File: config.mk
export PLATFORM = sky130hd
export DESIGN_NAME = obstacle_scheduler
export DESIGN_NICKNAME = d
export VERILOG_FILES = /design/src/rtl/obstacle_pkg.sv /design/src/rtl/obstacle_lfsr.sv /design/src/rtl/obstacle_scheduler.sv
export SDC_FILE = /design/constraint.sdc
export NUM_CORES = 1
export LEC_CHECK = 0
export ABC_AREA = 1
export CORE_UTILIZATION = 35
export CTS_CLUSTER_SIZE = 30
export DETAILED_ROUTE_END_ITERATION = 6
export GPL_ROUTABILITY_DRIVEN = 0
export PLACE_DENSITY = 0.64
export SETUP_SLACK_MARGIN = 0.02
export SLEW_MARGIN = 5
export SYNTH_ARGS = -nofsm -noshare
export SYNTH_HDL_FRONTEND = slang
export SYNTH_SLANG_ARGS = --single-unit
File: constraint.sdc
create_clock -name pclk -period 4 [get_ports pclk]
set_clock_uncertainty 0.05 [all_clocks]
set_input_delay 0.8 -clock pclk [delete_from_list [all_inputs] [get_ports pclk]]
set_output_delay 0.8 -clock pclk [all_outputs]
set_load 0.05 [all_outputs]
File: src/rtl/obstacle_pkg.sv
// Shared definitions for the obstacle scheduler: slot count, slot one-hot
// codes, FSM state encoding and a slot-decode helper.
package obstacle_pkg;

  localparam int N_OBST = 4;
  localparam int PIX_W  = 12;
  localparam int CNT_W  = 30;

  // Slot one-hot codes; slot 1 drives the horizontal lasers.
  localparam logic [3:0] SLOT_0 = 4'b0001;
  localparam logic [3:0] SLOT_1 = 4'b0010;
  localparam logic [3:0] SLOT_2 = 4'b0100;
  localparam logic [3:0] SLOT_3 = 4'b1000;

  // FSM state encoding.
  localparam logic [2:0] ST_IDLE  = 3'd0;
  localparam logic [2:0] ST_PICK  = 3'd1;
  localparam logic [2:0] ST_START = 3'd2;
  localparam logic [2:0] ST_RUN   = 3'd3;
  localparam logic [2:0] ST_GAP   = 3'd4;

  // Slot index to one-hot select code.
  function automatic logic [3:0] slot_code(input logic [1:0] idx);
    logic [3:0] code;
    case (idx)
      2'd0:    code = SLOT_0;
      2'd1:    code = SLOT_1;
      2'd2:    code = SLOT_2;
      default: code = SLOT_3;
    endcase
    return code;
  endfunction

endpackage

File: src/rtl/obstacle_lfsr.sv
// 8-bit Fibonacci LFSR, polynomial x^8+x^6+x^5+x^4+1, advancing when en=1.
// Exposes the low two bits of the value it is about to load, so the caller
// can register a slot choice on the same edge the LFSR steps.
module obstacle_lfsr #(
  parameter logic [7:0] SEED = 8'hA5
) (
  input  logic       pclk,
  input  logic       rst,
  input  logic       en,
  output logic [1:0] pick_bits
);

  logic [7:0] lfsr_reg;
  logic [7:0] lfsr_next;

  // Shift left, feedback from taps 8,6,5,4 (bits 7,5,4,3).
  always_comb begin
    lfsr_next = {lfsr_reg[6:0], lfsr_reg[7] ^ lfsr_reg[5] ^ lfsr_reg[4] ^ lfsr_reg[3]};
  end

  // LFSR register; the seed must be non-zero or the sequence locks up.
  always_ff @(posedge pclk) begin
    if (rst) lfsr_reg <= SEED;
    else if (en) lfsr_reg <= lfsr_next;
  end

  assign pick_bits = lfsr_next[1:0];

endmodule

File: src/rtl/obstacle_scheduler.sv
// Obstacle sequencer: picks a slot pseudo-randomly, pulses start, waits for
// the slot's done (or the watchdog), rests for a gap and repeats for a fixed
// number of rounds. Also muxes the active slot's pixel and hit coordinates.
module obstacle_scheduler
  import obstacle_pkg::*;
#(
  parameter int         N_ROUNDS       = 8,
  parameter int         GAP_CYCLES     = 32000000,
  parameter int         TIMEOUT_CYCLES = (1 << 30) - 1,
  parameter logic [7:0] LFSR_SEED      = 8'hA5
) (
  input  logic        pclk,
  input  logic        rst,
  input  logic        game_on,
  input  logic        menu_on,
  input  logic        play_selected,
  input  logic [3:0]  obst_done,
  input  logic [47:0] obst_rgb,
  input  logic [47:0] obst_x,
  input  logic [47:0] obst_y,
  input  logic [11:0] rgb_in,
  output logic [3:0]  selected,
  output logic        start,
  output logic [11:0] rgb_out,
  output logic [11:0] obstacle_x,
  output logic [11:0] obstacle_y,
  output logic [3:0]  round_cnt,
  output logic        all_done,
  output logic        timeout_err
);

  localparam logic [CNT_W-1:0] GAP_LAST = CNT_W'(GAP_CYCLES - 1);
  localparam logic [CNT_W-1:0] WD_LAST  = CNT_W'(TIMEOUT_CYCLES - 1);
  localparam logic [3:0]       ROUNDS   = 4'(N_ROUNDS);

  logic [2:0]       state_reg, state_next;
  logic [1:0]       index_reg, index_next;
  logic             have_prev_reg;
  logic [CNT_W-1:0] gap_cnt_reg, gap_cnt_next;
  logic [CNT_W-1:0] wd_cnt_reg, wd_cnt_next;
  logic [3:0]       selected_reg, selected_next;
  logic             start_reg, start_next;
  logic [3:0]       round_cnt_reg, round_cnt_next;
  logic             all_done_reg, all_done_next;
  logic             timeout_err_reg, timeout_err_next;
  logic [PIX_W-1:0] rgb_reg, rgb_next;
  logic [PIX_W-1:0] x_reg, x_next;
  logic [PIX_W-1:0] y_reg, y_next;
  logic [1:0]       lfsr_pick;
  logic             abort, run_done, wd_fire, gap_end;

  logic [PIX_W-1:0] slot_rgb [N_OBST];
  logic [PIX_W-1:0] slot_x   [N_OBST];
  logic [PIX_W-1:0] slot_y   [N_OBST];

  genvar gi;
  generate
    for (gi = 0; gi < N_OBST; gi++) begin : g_slot
      assign slot_rgb[gi] = obst_rgb[gi*PIX_W +: PIX_W];
      assign slot_x[gi]   = obst_x[gi*PIX_W +: PIX_W];
      assign slot_y[gi]   = obst_y[gi*PIX_W +: PIX_W];
    end
  endgenerate

  obstacle_lfsr #(.SEED(LFSR_SEED)) u_lfsr (
    .pclk      (pclk),
    .rst       (rst),
    .en        (state_reg == ST_PICK),
    .pick_bits (lfsr_pick)
  );

  assign abort    = (state_reg != ST_IDLE) && (menu_on || !play_selected);
  assign run_done = obst_done[index_reg];
  assign wd_fire  = (wd_cnt_reg == WD_LAST);
  assign gap_end  = (gap_cnt_reg == GAP_LAST);

  // State register.
  always_ff @(posedge pclk) begin
    if (rst) state_reg <= ST_IDLE;
    else state_reg <= state_next;
  end

  // Next-state logic; abort wins over any done/timeout in the same cycle.
  always_comb begin
    state_next = state_reg;
    if (abort) begin
      state_next = ST_IDLE;
    end else begin
      case (state_reg)
        ST_IDLE:  if (game_on && play_selected && !menu_on) state_next = ST_PICK;
        ST_PICK:  state_next = ST_START;
        ST_START: state_next = ST_RUN;
        ST_RUN:   if (run_done || wd_fire) state_next = ST_GAP;
        ST_GAP:   if (gap_end) state_next = (round_cnt_reg == ROUNDS) ? ST_IDLE : ST_PICK;
        default:  state_next = ST_IDLE;
      endcase
    end
  end

  // Output/datapath next values; everything below is registered.
  always_comb begin
    index_next = index_reg;
    if (state_reg == ST_PICK) begin
      // Never repeat the slot that ran last.
      index_next = (have_prev_reg && lfsr_pick == index_reg) ? lfsr_pick + 2'd1 : lfsr_pick;
    end
    selected_next = (state_next == ST_START || state_next == ST_RUN) ? slot_code(index_next) : 4'b0000;
    start_next    = (state_reg == ST_START) && (state_next == ST_RUN);
    all_done_next = (state_reg == ST_GAP) && (state_next == ST_IDLE) && !abort;

    round_cnt_next = round_cnt_reg;
    if (state_reg == ST_IDLE) round_cnt_next = 4'd0;
    else if (state_reg == ST_RUN && state_next == ST_GAP && round_cnt_reg != 4'd15)
      round_cnt_next = round_cnt_reg + 4'd1;

    timeout_err_next = timeout_err_reg | ((state_reg == ST_RUN) && wd_fire && !abort);

    gap_cnt_next = (state_reg == ST_GAP && state_next == ST_GAP) ? gap_cnt_reg + 1'b1 : '0;
    wd_cnt_next  = (state_reg == ST_RUN && state_next == ST_RUN) ? wd_cnt_reg + 1'b1 : '0;

    if (state_reg == ST_RUN) begin
      rgb_next = slot_rgb[index_reg];
      x_next   = slot_x[index_reg];
      y_next   = slot_y[index_reg];
    end else begin
      rgb_next = rgb_in;
      x_next   = '0;
      y_next   = '0;
    end
  end

  // Registered outputs, counters and slot memory.
  always_ff @(posedge pclk) begin
    if (rst) begin
      index_reg       <= 2'd0;
      have_prev_reg   <= 1'b0;
      gap_cnt_reg     <= '0;
      wd_cnt_reg      <= '0;
      selected_reg    <= 4'b0000;
      start_reg       <= 1'b0;
      round_cnt_reg   <= 4'd0;
      all_done_reg    <= 1'b0;
      timeout_err_reg <= 1'b0;
      rgb_reg         <= '0;
      x_reg           <= '0;
      y_reg           <= '0;
    end else begin
      index_reg       <= index_next;
      have_prev_reg   <= have_prev_reg | (state_reg == ST_PICK);
      gap_cnt_reg     <= gap_cnt_next;
      wd_cnt_reg      <= wd_cnt_next;
      selected_reg    <= selected_next;
      start_reg       <= start_next;
      round_cnt_reg   <= round_cnt_next;
      all_done_reg    <= all_done_next;
      timeout_err_reg <= timeout_err_next;
      rgb_reg         <= rgb_next;
      x_reg           <= x_next;
      y_reg           <= y_next;
    end
  end

  assign selected    = selected_reg;
  assign start       = start_reg;
  assign rgb_out     = rgb_reg;
  assign obstacle_x  = x_reg;
  assign obstacle_y  = y_reg;
  assign round_cnt   = round_cnt_reg;
  assign all_done    = all_done_reg;
  assign timeout_err = timeout_err_reg;

endmodule

==> impl_metrics.ini, run 1 <==
[route]
drc = 0
drt_iter0_drc = 245
first_pass_iters = 5
final_antenna_net_count = 0
drt_wl_total_um = 19600
wl_per_cell_um = 14.2
dr_total_vias = 6546
avgViaCountPerCell = 4.75

[setup_path]
rr_worst_depth = 9
critPathSlowestCell = clkdlybuf4s50_1
path_class = reg -> out
endpoint_kind = primary output
r2r_slack_ns = 1.67
cp.arrival_ns = 1.71
worstSetupStartpointType = flop
crit_chain = clkdlybuf4s50_1
cp_max_fo = 6
cpPeakStageDelay_ns = 0.85
worst-path-buf-inv = 1
critical_path.top_delay_family = buffers and inverters
required_ns = 3.15
r2r-start = index_reg[0]
reg2reg_to = gap_cnt_reg[2]

[power_and_ir_drop]
p_total_mw = 3.05
p_leak_nw = 3.43
power_density_nw_per_um2 = 330
ir_worst_vdd_mv = 0.301

[placement]
dp_hpwl_um = 14800
portBuffers = 211
place_inst = 1348
pre_cts_ws_ns = 1.19
placed_area_um2 = 8680

[finish]
antenna_cells = 0
final_layout_size_suffix_gt1_share_pct = 9.13
layout.nets = 1308
syn_to_final_growth_pct = 44.5
final_core_util_pct = 51.5
fin_area_um2 = 9250
fin_cells = 1379

[clocking]
cts_tree = yes
clkTransAtPathRegs_ns = 0.05
clk_path_buf_depth = 2
root_buffer = clkbuf_16
insertion_delay_ns = 0.42
htree_levels = 4
ctsHoldBuffers = 0
post-cts-setup-buffers = 0
cts_inserted_buffers = 17
cts_resized = 0
cts_sinks = 121

[hold_path]
hp-class = reg -> reg
min_from = u_lfsr.lfsr_reg[6]
worstHoldEndpoint = u_lfsr.lfsr_reg[7]
hold_depth = 2

[logic_synthesis]
ys_warn_count = 0
synth_most_common_cell = nor2_1
ys.flop_type = dfxtp_1
synth_largest_area_cell = dfxtp_1
ys_types = 38
synth_cells = 938
syn-cell-area_um2 = 6400
async_reset_ff_share_pct = 0
synth_area_leaders = dfxtp_1 (38%), nor2_1 (13%), o21ai_0 (7.4%)
synth_nets = 1108
synth_area_per_cell_um2 = 6.82
synth-seq-cells = 121
synth_edf_count = 0
synth_commonest_cells = nor2_1 (226), nand2_1 (124), dfxtp_1 (121)
synth_top_area_share_pct = 37.8
yosysSeqAreaShare_pct = 37.8

[grt]
track_usage_pct = 22.0
antenna_found_initial = 0
grt_pass1_vias = 6225
grt_start_max_net_pins = 77
grt_pass1_wl_um = 31300
grt.overflow.total = 0

[timing]
finalMaxSlewViolations = 0
fmax_ghz = 0.391
period_share_pct = 63.9
finalSetupViolations = 0
holdWs_ns = 0.412
rsz0062_at_grt = no
hold_viol = 0
relSlewSlack_pct = 45.8
final.min_clock_period_ns = 2.56
setup_ws_ns = 1.44
fin_setup_tns_ns = 0
worst_pin_slew_ns = 0.812

[floorplan]
dieArea_um2 = 18800
initial_core_util_pct = 35.6
dieWidth_um = 137
num_rows = 49
pin_count = 212
core_area_um2 = 18000
die_h_um = 137

[status]
status = finished clean

[flow_run]
drv_cap = 0
-- how the worst max path moves through the flow --
stage	start	end	slack, ns	cells after the start
final	round_cnt[2]	round_cnt[2]	1.44	1
after global routing	round_cnt[2]	round_cnt[2]	1.34	1
after CTS	round_cnt[2]	round_cnt[2]	1.42	1
after detailed placement	play_selected	wd_cnt_reg[17]	1.19	8
after global placement	play_selected	wd_cnt_reg[19]	1.24	8
after floorplan	menu_on	wd_cnt_reg[24]	1.93	7
-- per-layer routing --
layer | up-vias | track usage, % | routed length (um)
met1 | 2914 | 24.7 | 8150
met5 | - | 0 | 0
met3 | 31 | 8.13 | 1280
met4 | 0 | 8.91 | 575
li1 | 3427 | - | -
met2 | 174 | 37.5 | 9580
-- area by class of cell --
type                            count  area [um2]
Timing Repair Buffer              217        2160
Clock inverter                      9        97.6
Tap cell                          229         287
Sequential cell                   121        2420
Fill cell                        1797        8710
Inverter                           88         330
Multi-Input combinational cell    693        3480
Clock buffer                       22         474
-- power by group --
group / internal [mW] / switching, mW / total (mW)
combinational: 0.192 / 0.132 / 0.324
clock: 0.955 / 0.546 / 1.50
sequential: 1.22 / 0.00661 / 1.22
-- worst register-to-register path, stage by stage (launching register included) --
cell and delay, ns:
dfxtp_2 0.33, buf_4 0.57, nand2_1 0.17, nand3_1 0.13, nand2_1 0.13, nand2_4 0.11, nand3_4 0.08, a21boi_4 0.22
nand2_4 0.25, nor3b_2 0.23
-- layout by cell type, fill, tap and decap left out, types with 5 or more instances in the layout --
cell type | Yosys | routed
nor2_1 | 226 | 226
clkdlybuf4s50_1 | 0 | 211
nand2_1 | 124 | 124
dfxtp_1 | 121 | 120
o21ai_0 | 95 | 95
inv_1 | 87 | 87
a21oi_1 | 49 | 49
nand3_1 | 36 | 36
nor3_1 | 23 | 23
nor2_2 | 20 | 20
xor2_1 | 18 | 18
clkbuf_16 | 0 | 17
nand4_1 | 15 | 15
o22ai_1 | 12 | 12
or2_2 | 9 | 9
nor3_2 | 9 | 9
xnor2_1 | 8 | 8
nor2_4 | 7 | 7
nand2_2 | 6 | 6
clkinv_2 | 0 | 6
buf_4 | 0 | 6
ha_1 | 5 | 5
-- kinds of logic (layout without fill, tap and decap cells) --
logic type               count (synthesis)  in the layout  synth area share (%)
buffers and inverters                  124            336                  7.78
AO/OA/AOI/OAI                          167            167                  13.9
AND/OR/NAND/NOR                        495            495                  35.9
adder cells (fa/ha/maj)                  5              5                 0.978
flip-flops                             121            121                  37.8
XOR/XNOR                                26             26                  3.56
(Power assumes the default switching activity.)
==> run 2, diff against run 1 <==
- PLACE_DENSITY: 0.64 -> 0.66
- clock period: 4 -> 2.16 ns (I/O delays scaled with it)
==> impl_metrics.ini, run 2 (synthesis gave the netlist of run 1 again) <==
[timing]
finalSetupViolations = 0
finalMaxSlewViolations = 0
holdWs_ns = 0.405
fmax_ghz = 0.487
relSlewSlack_pct = 61.1
period_share_pct = 95.1
worst_pin_slew_ns = 0.581
final.min_clock_period_ns = 2.05
hold_viol = 0
fin_setup_tns_ns = 0
rsz0062_at_grt = no

[floorplan]
num_rows = 49
dieArea_um2 = 18800
core_area_um2 = 18000
dieWidth_um = 137
initial_core_util_pct = 35.6
pin_count = 212
die_h_um = 137

[route]
drt_wl_total_um = 19400
drt_iter0_drc = 306
drc = 0
dr_total_vias = 6708
first_pass_iters = 5
final_antenna_net_count = 0
avgViaCountPerCell = 4.78
wl_per_cell_um = 13.8

[grt]
antenna_found_initial = 1
grt_pass1_wl_um = 31300
grt.overflow.total = 0
grt_pass1_vias = 6438
track_usage_pct = 21.4
grt_start_max_net_pins = 41

[setup_path]
critPathSlowestCell = clkdlybuf4s50_1
worstSetupStartpointType = flop
cp_max_fo = 1
required_ns = 1.68
cpPeakStageDelay_ns = 0.85
worst-path-buf-inv = 1
endpoint_kind = primary output
crit_chain = clkdlybuf4s50_1
path_class = reg -> out
critical_path.top_delay_family = buffers and inverters
cp.arrival_ns = 1.57

[finish]
fillers = 1770
final_common_cell = nor2_1
syn_to_final_growth_pct = 47.6
seq_area_um2 = 2420
final_layout_size_suffix_gt1_share_pct = 11.8
layout_common_cells = nor2_1 (225), clkdlybuf4s50_1 (202), nand2_1 (123)
layout.nets = 1331
multi_input_area_um2 = 3500

[power_and_ir_drop]
p_leak_nw = 3.58
ir_worst_vdd_mv = 0.571
power_density_nw_per_um2 = 592

[status]
status = finished clean

[hold_path]
hp-class = reg -> reg

[clocking]
insertion_delay_ns = 0.41
cts_inserted_buffers = 17
clkTransAtPathRegs_ns = 0.06
root_buffer = clkbuf_16
cts_tree = yes
htree_levels = 4
post-cts-setup-buffers = 0
clk_path_buf_depth = 2
cts_sinks = 121

[placement]
dp_hpwl_um = 15100
portBuffers = 211

[flow_run]
drv_cap = 0
==> run 2: what timing repair did <==
action	in CTS	in global routing
endpoints found under the setup margin	3	16
hold buffers	0	0
pin swaps	0	1
resized for setup	3	8
==> run 2: layer usage <==
layer	GRT usage, %	up-vias	share of wire, %
met2	37.1	191	48
li1	-	3477	-
met5	0	-	0
met3	6.62	29	6.9
met1	24.4	3011	42
met4	8.73	0	2.6
==> run 2: metrics by stage <==
stage | setup WS (ns) | utilization, % | total power, mW | cell area, um2 | std cells
5_1_grt | 0.0317 | 52.6 | 5.82 | 9450 | 1404
2_1_floorplan | 0.246 | - | 2.54 | 6400 | 938
4_1_cts | 0.0325 | 52.4 | 5.66 | 9420 | 1403
6_report | 0.105 | 52.6 | 5.59 | 9450 | 1404
3_5_place_dp | -0.178 | 49.3 | 2.93 | 8850 | 1371
3_3_place_gp | -0.130 | 49.3 | 2.93 | 8850 | 1371
==> run 2: final timing paths <==
path | start | end | slack [ns] | depth (start not counted)
hold / removal | wd_cnt_reg[0] | wd_cnt_reg[0] | 0.41 | 1
setup reg to reg | index_reg[0] | selected[1] | 0.18 | 10
setup / recovery | obstacle_y[3] | obstacle_y[3] | 0.11 | 1
hold reg to reg | wd_cnt_reg[0] | wd_cnt_reg[0] | 0.41 | 1
==> run 2: worst register-to-register path, cell delays in order (launching register included) <==
cell	delay [ns]
dfxtp_2	0.47
inv_2	0.14
nand2_1	0.08
nand3_1	0.10
nand2_2	0.18
nand2_4	0.08
nand2_1	0.10
nand3_2	0.13
buf_4	0.18
or2_2	0.30
nor2_1	0.10
==> run 2: area by class of cell <==
| class | count | area share [%] |
|---|---|---|
| inverters | 88 | 3.50 |
| multi-input cells | 693 | 37.1 |
| flip-flops and latches | 121 | 25.7 |
| well taps | 229 | 3.03 |
| clock buffers | 25 | 5.35 |
| repair buffers | 240 | 24.6 |
| clock inverters | 7 | 0.689 |
| diodes | 1 | 0.0265 |
==> run 2: power breakdown <==
| group | switching, mW | total, mW | internal (mW) | leakage [nW] |
|---|---|---|---|---|
| Combinational | 0.249 | 0.616 | 0.366 | 2.32 |
| Clock | 0.983 | 2.71 | 1.73 | 0.279 |
| Sequential | 0.0120 | 2.27 | 2.26 | 0.980 |
